$ cat src/rtl/tty_ram_sched.sv
// Text-RAM access scheduler: arbitrates single character writes against bulk
// clear / scroll-up commands, issuing RAM accesses only while the window is open.
module tty_ram_sched #(
  parameter int          COLS = 128,
  parameter int          ROWS = 64,
  parameter logic [7:0]  FILL = 8'h20,
  localparam int         CW   = $clog2(COLS),
  localparam int         RW   = $clog2(ROWS),
  localparam int         AW   = CW + RW
) (
  input  logic          pixel2_clk,
  input  logic          irst,
  input  logic          win,
  input  logic          req_valid,
  input  logic [AW-1:0] req_addr,
  input  logic [7:0]    req_data,
  output logic          req_ready,
  input  logic          cmd_valid,
  input  logic          cmd_op,
  output logic          cmd_ready,
  output logic          busy,
  output logic          done,
  output logic          ram_en,
  output logic          ram_we,
  output logic [AW-1:0] ram_addr,
  output logic [7:0]    ram_din,
  input  logic [7:0]    ram_dout
);

  typedef enum logic [2:0] {
    IDLE,
    CLEAR,
    SCR_RD,
    SCR_WR,
    SCR_FILL
  } state_t;

  state_t        state_q, state_d;
  logic [AW-1:0] ptr_q, ptr_d;
  logic [7:0]    hold_q, hold_d;
  logic          rd_pend_q, rd_pend_d;

  logic          ptr_last;
  logic          row_end;

  assign ptr_last = (ptr_q == {AW{1'b1}});
  // Last column of the second-to-last row: after this copy only the fill row remains.
  assign row_end  = (ptr_q[CW-1:0] == {CW{1'b1}}) &&
                    (ptr_q[AW-1:CW] == RW'(ROWS - 2));

  always_comb begin
    state_d   = state_q;
    ptr_d     = ptr_q;
    hold_d    = rd_pend_q ? ram_dout : hold_q;
    rd_pend_d = 1'b0;
    ram_en    = 1'b0;
    ram_we    = 1'b0;
    ram_addr  = '0;
    ram_din   = '0;
    req_ready = 1'b0;
    cmd_ready = 1'b0;
    done      = 1'b0;
    busy      = (state_q != IDLE);

    case (state_q)
      IDLE: begin
        if (cmd_valid) begin
          cmd_ready = 1'b1;
          ptr_d     = '0;
          state_d   = cmd_op ? SCR_RD : CLEAR;
        end else if (req_valid && win) begin
          req_ready = 1'b1;
          ram_en    = 1'b1;
          ram_we    = 1'b1;
          ram_addr  = req_addr;
          ram_din   = req_data;
        end
      end
      CLEAR, SCR_FILL: begin
        if (win) begin
          ram_en   = 1'b1;
          ram_we   = 1'b1;
          ram_addr = ptr_q;
          ram_din  = FILL;
          if (ptr_last) begin
            done    = 1'b1;
            state_d = IDLE;
          end else begin
            ptr_d = ptr_q + 1'b1;
          end
        end
      end
      SCR_RD: begin
        if (win) begin
          ram_en    = 1'b1;
          ram_addr  = ptr_q + AW'(COLS);
          rd_pend_d = 1'b1;
          state_d   = SCR_WR;
        end
      end
      SCR_WR: begin
        if (win) begin
          ram_en   = 1'b1;
          ram_we   = 1'b1;
          ram_addr = ptr_q;
          // Read data lands this cycle when the write directly follows the read.
          ram_din  = rd_pend_q ? ram_dout : hold_q;
          ptr_d    = ptr_q + 1'b1;
          state_d  = row_end ? SCR_FILL : SCR_RD;
        end
      end
      default: state_d = IDLE;
    endcase

    // Reset silences every output in the same cycle, aborting any bulk command.
    if (irst) begin
      state_d   = IDLE;
      ptr_d     = '0;
      hold_d    = '0;
      rd_pend_d = 1'b0;
      ram_en    = 1'b0;
      ram_we    = 1'b0;
      ram_addr  = '0;
      ram_din   = '0;
      req_ready = 1'b0;
      cmd_ready = 1'b0;
      done      = 1'b0;
      busy      = 1'b0;
    end
  end

  always_ff @(posedge pixel2_clk) begin
    state_q   <= state_d;
    ptr_q     <= ptr_d;
    hold_q    <= hold_d;
    rd_pend_q <= rd_pend_d;
  end

endmodule
$ cat config.mk
export PLATFORM = sky130hd
export DESIGN_NAME = tty_ram_sched
export DESIGN_NICKNAME = d
export VERILOG_FILES = /design/src/rtl/tty_ram_sched.sv
export SDC_FILE = /design/constraint.sdc
export NUM_CORES = 1
export LEC_CHECK = 0
export ABC_AREA = 1
export CORE_ASPECT_RATIO = 0.8
export CORE_MARGIN = 4
export CORE_UTILIZATION = 50
export DETAILED_ROUTE_END_ITERATION = 10
export PLACE_DENSITY = 0.91
export SKIP_CTS_REPAIR_TIMING = 1
export SLEW_MARGIN = 0
export SYNTH_ARGS = -nofsm -noshare
export SYNTH_HDL_FRONTEND = slang
export SYNTH_SLANG_ARGS = --single-unit
$ cat constraint.sdc
create_clock -name pixel2_clk -period 4.2 [get_ports pixel2_clk]
set_clock_uncertainty 0.1 [all_clocks]
set_input_delay 0.63 -clock pixel2_clk [delete_from_list [all_inputs] [get_ports pixel2_clk]]
set_output_delay 0.63 -clock pixel2_clk [all_outputs]
set_load 0.02 [all_outputs]
Word level (Yosys, flattened, before mapping). Index checks and enable logic that the tools add are counted. Widths: inputs -> output; s select.

Bits in registers: 25. Output and inout bits: 27. Word-level logic and storage cells: 74.

Add/sub/neg operators: 2. Equality and inequality tests: 13. Muxes and demuxes: 43. Bitwise gates (word level): 1. Reductions and logical operators: 11.

Operator list (number): $mux 13 (9); $pmux 13 s3 (2); $mux 8 (5); $pmux 8 s3 (1); $mux 3 (6); $mux 1 (15); $add 13x1->13 const B (1); $add 13x8->13 const B (1); $eq 13x13->1 const B (1); $ne 2x2->1 const B (6); $pmux 3 s4 (1); $reduce_and 5->1 (2); $eq 7x7->1 const B (1); $eq 3x2->1 const B (2); $eq 6x6->1 const B (1); $mux 6 (1); $reduce_bool 3->1 (2); $pmux 1 s2 (2); $reduce_or 2->1 (2); $reduce_or 4->1 (1); $eq 3x1->1 const B (1); $eq 3x3->1 const B (1); $logic_not 3->1 (1); $reduce_or 3->1 (1); 3 further kinds (4).

Depth between registers and ports, before layout.
Word-level depth: 5. Depth in mapped cells: 11. Gate-level depth less buffers: 11.

Worst setup path after synthesis. No wires, ideal clock.

Path type: input-to-output. Start point: input port irst. End point: output port cmd_ready. Arrival: 1.544 ns. Data required time: 3.470 ns. Setup slack: 1.926 ns. Stages: 2. Buffers on the path: 1. Cell sequence: clkbuf_1 -> nor4_1.

Cells in the longest elaborated chain, start to end: 1.

Ends and longest elaborated chain: start: declaration (line 12) `input logic irst,`; $mux 1 (line 116) `if (irst) begin`; end: declaration (line 20) `output logic cmd_ready,`.

No other way between the ends.

Worst setup path after layout.
Start point: input port win. End point: output port ram_din[2].

Cells in the longest elaborated chain, start to end: 5. Elaborated cells on any way between the ends: 6. Classes of those cells: mux: 5; reduce/logical: 1.

Ends and longest elaborated chain: start: declaration (line 13) `input logic win,`; $logic_and 1x1->1 (line 71) `end else if (req_valid && win) begin`; $mux 8 (line 71); $mux 8 (line 67) `if (cmd_valid) begin`; $pmux 8 s3 (*) (line 65) `case (state_q)`; $mux 8 (*) (line 116); end: declaration (line 26) `output logic [7:0] ram_din,`.

Every way passes the cells marked *; elsewhere a longest branch is shown, timed or not.

==> impl_results.md <==
* Status: finished clean
* Pre-CTS setup slack at about 0.51 ns
* Layout area overhead at 34.0%
* Dpl hpwl at 4140 um
* Synth Flop Type: dfxtp_1
* Number of fillers in the final layout at slightly below 300
* Largest net degree at the start of global routing at 27
* DRT iter0 DRCs at about 190
* CTS root buffer: clkbuf_8
* First-pass GRT wire length at approximately 8900 um
* Initial Util at between 50% and 60%
* Worst Path Max Fanout at 15
* Final hold violation count at 0
* Die Area at 4870 sq um
* Leakage at between 1 and 1.5 nW
* CP arrival at 2.97 ns
* Worst hold path type: reg -> reg
* Number of synthesized flops with an enable pin at 0
* Max Cap Violations at 0
* Fmax at around 270 MHz
* H-tree depth at 1
* Setup violations, final at 0
* Syn_area_per_cell at roughly 6 sq um
* Unrepaired setup endpoints after global routing: no
* CTS clk-pin slew, worst paths at 0.09 ns
* Slowest CP cell: clkdlybuf4s50_1
* PwrDens at ~330 nW/um^2
* Syn nets at ~360
* Reg2Reg Depth at 10
* Clock sinks at 25
* Ys async rst share at 0%
* Routed len/inst at between 10 and 15 um
* Fin Setup TNS at 0 ns
* Maximum vdd drop at about 320 uV
* Sequential power share at about 34%
* PnR worst setup slack at between 0.4 and 0.5 ns
* Slew of the pin with the lowest slew margin at about 1.0 ns
* Vias in the first global route at 1999
* Count of cell types in the netlist at 30
* CP Cell Sequence: clkdlybuf4s50_1, nand2_1, nor2_1, nand2_1, inv_1, buf_4, a21oi_1, nor2_1, clkdlybuf4s50_1
* Reg2reg setup slack at between 2 and 2.5 ns
* Chip height at about 63 um
* CP peak stage delay at around 0.64 ns
* Synth Register Bits at 25
* Logic pwr share at approximately half
* CTS Buf Count at 3
* Ant. Diodes at 0
* Vias per cell at a little over 5
* # port buffers at 61
* Drt drc at 0
* Fin util at a little over 70%
* Post-route minimum period at approximately 3.7 ns
* Mapped cell area at ~1900 sq um
* Switch share at 44.6%
* Tcrit/Tclk final at 88.2%
* Cells after synthesis at approximately 320
* Clock network power share at between 10% and 20%
* Total core area at roughly 3500 sq um
* Layout cells sized above 1 at around 4.5%
* Yosys warnings at 0
* CTS tree: built
* Final net count at 416
* Vias at roughly 2200
* Aggregate routed wire length at 5320 um
* Hold-critical path depth at 2
* Final GP Congestion at roughly 0.94
* Startpoint types: input pin
* Pins Over Slew Limit at 0
* Seq/Total Area, Yosys at 26.2%
* CP Class: in -> out
* CP Data Required Time at between 3 and 4 ns
* I/O Pins at 62
* Clk buf depth at 2
* Die X at between 70 and 80 um
* # rows at 19
* Cell-internal power at 0.461 mW
* Total track usage at between 20% and 30%
* Worst-skew pair later-pin latency at between 0.2 and 0.3 ns
* Worst Setup End Kind: output port
* Relative slew slack at approximately a third
* Pre-Repair DR Iteration Count at 4
* Initial antenna violation count at 0
* GRT overflow at 0
* Antenna-violating nets left at 0
* Switching pwr at roughly 0.37 mW
layout by cell type (no fill, tap or decap), drive strengths merged:
cell type / netlist / final
a21oi: 32 / 32
a22oi: 3 / 3
a31oi: 1 / 1
buf: 10 / 2
clkbuf: 4 / 3
clkdlybuf4s50: 0 / 61
clkinv: 0 / 1
dfxtp: 25 / 25
ha: 3 / 3
inv: 41 / 41
mux2i: 8 / 8
nand2: 90 / 90
nand3: 14 / 14
nand4: 6 / 6
nor2: 56 / 56
nor3: 5 / 5
nor4: 1 / 1
o211ai: 2 / 2
o21ai: 18 / 18
xnor2: 1 / 1
xor2: 4 / 4
synthesized netlist by cell type, types with 6 or more instances:
master,n,area [sq um]
a21oi_1,31,155
buf_2,7,35.0
dfxtp_1,25,500
inv_1,37,139
mux2i_1,8,80.1
nand2_1,89,334
nand3_1,12,60.1
nand4_1,6,37.5
nor2_1,55,206
o21ai_0,16,80.1
flip-flops by register name, summed over array words and instances, names as in the netlist:
signal,count
rd_pend_q,1
hold_q,8
state_q,3
ptr_q,13
worst max-delay path: cells and delay by family:
family	cells	cell delay [ns]
buffers and inverters	4	1.85
AO/OA/AOI/OAI	1	0.08
AND/OR/NAND/NOR	4	0.42
cells by family (layout without fill, tap and decap cells):
logic type | after synthesis | after routing | synth area share, %
XOR/XNOR | 5 | 5 | 2.30
AO/OA/AOI/OAI | 56 | 56 | 15.8
buffers and inverters | 55 | 108 | 12.1
AND/OR/NAND/NOR | 172 | 172 | 37.4
multiplexers | 8 | 8 | 4.20
adder cells (fa/ha/maj) | 3 | 3 | 1.97
flip-flops | 25 | 25 | 26.2
stage by stage:
step	total power, mW	hold WS [ns]	cells	instance area [sq um]
floorplan	0.571	0.350	324	1910
global placement	0.678	0.369	415	2510
detailed placement	0.685	0.379	415	2510
CTS	0.829	0.407	419	2550
global route	0.891	0.444	419	2550
finish	0.832	0.402	419	2550
power groups by stage:
stage / clock network (mW) / registers (mW) / logic, mW
5_1_grt: 0.160 / 0.283 / 0.448
2_1_floorplan: 0 / 0.276 / 0.294
3_5_place_dp: 0 / 0.285 / 0.399
3_3_place_gp: 0 / 0.285 / 0.393
6_report: 0.147 / 0.280 / 0.404
4_1_cts: 0.148 / 0.280 / 0.401
routing by layer:
layer / part of all wire [%] / vias to the layer above / routed length [um] / track usage, %
met4: 1.0 / 0 / 54 / 4.00
met5: 0 / - / 0 / 0
li1: - / 1132 / - / -
met2: 47 / 67 / 2520 / 38.8
met3: 5.7 / 9 / 302 / 4.27
met1: 46 / 966 / 2450 / 28.1
cell type report:
type	count	area, sq um	share of cell area (%)
clock inverters	1	5.00	0.196
repair buffers	63	626	24.5
clock buffers	3	41.3	1.62
multi-input cells	244	1180	46.0
inverters	41	154	6.02
flip-flops and latches	25	500	19.6
well taps	42	52.6	2.06
final timing paths:
check                                from    endpoint
worst min register to register  hold_q[0]   hold_q[0]
worst max-delay path                  win  ram_din[2]
worst max register to register   ptr_q[1]    ptr_q[4]
worst min-delay path            hold_q[0]   hold_q[0]
Power figures use the tool's default switching activity.
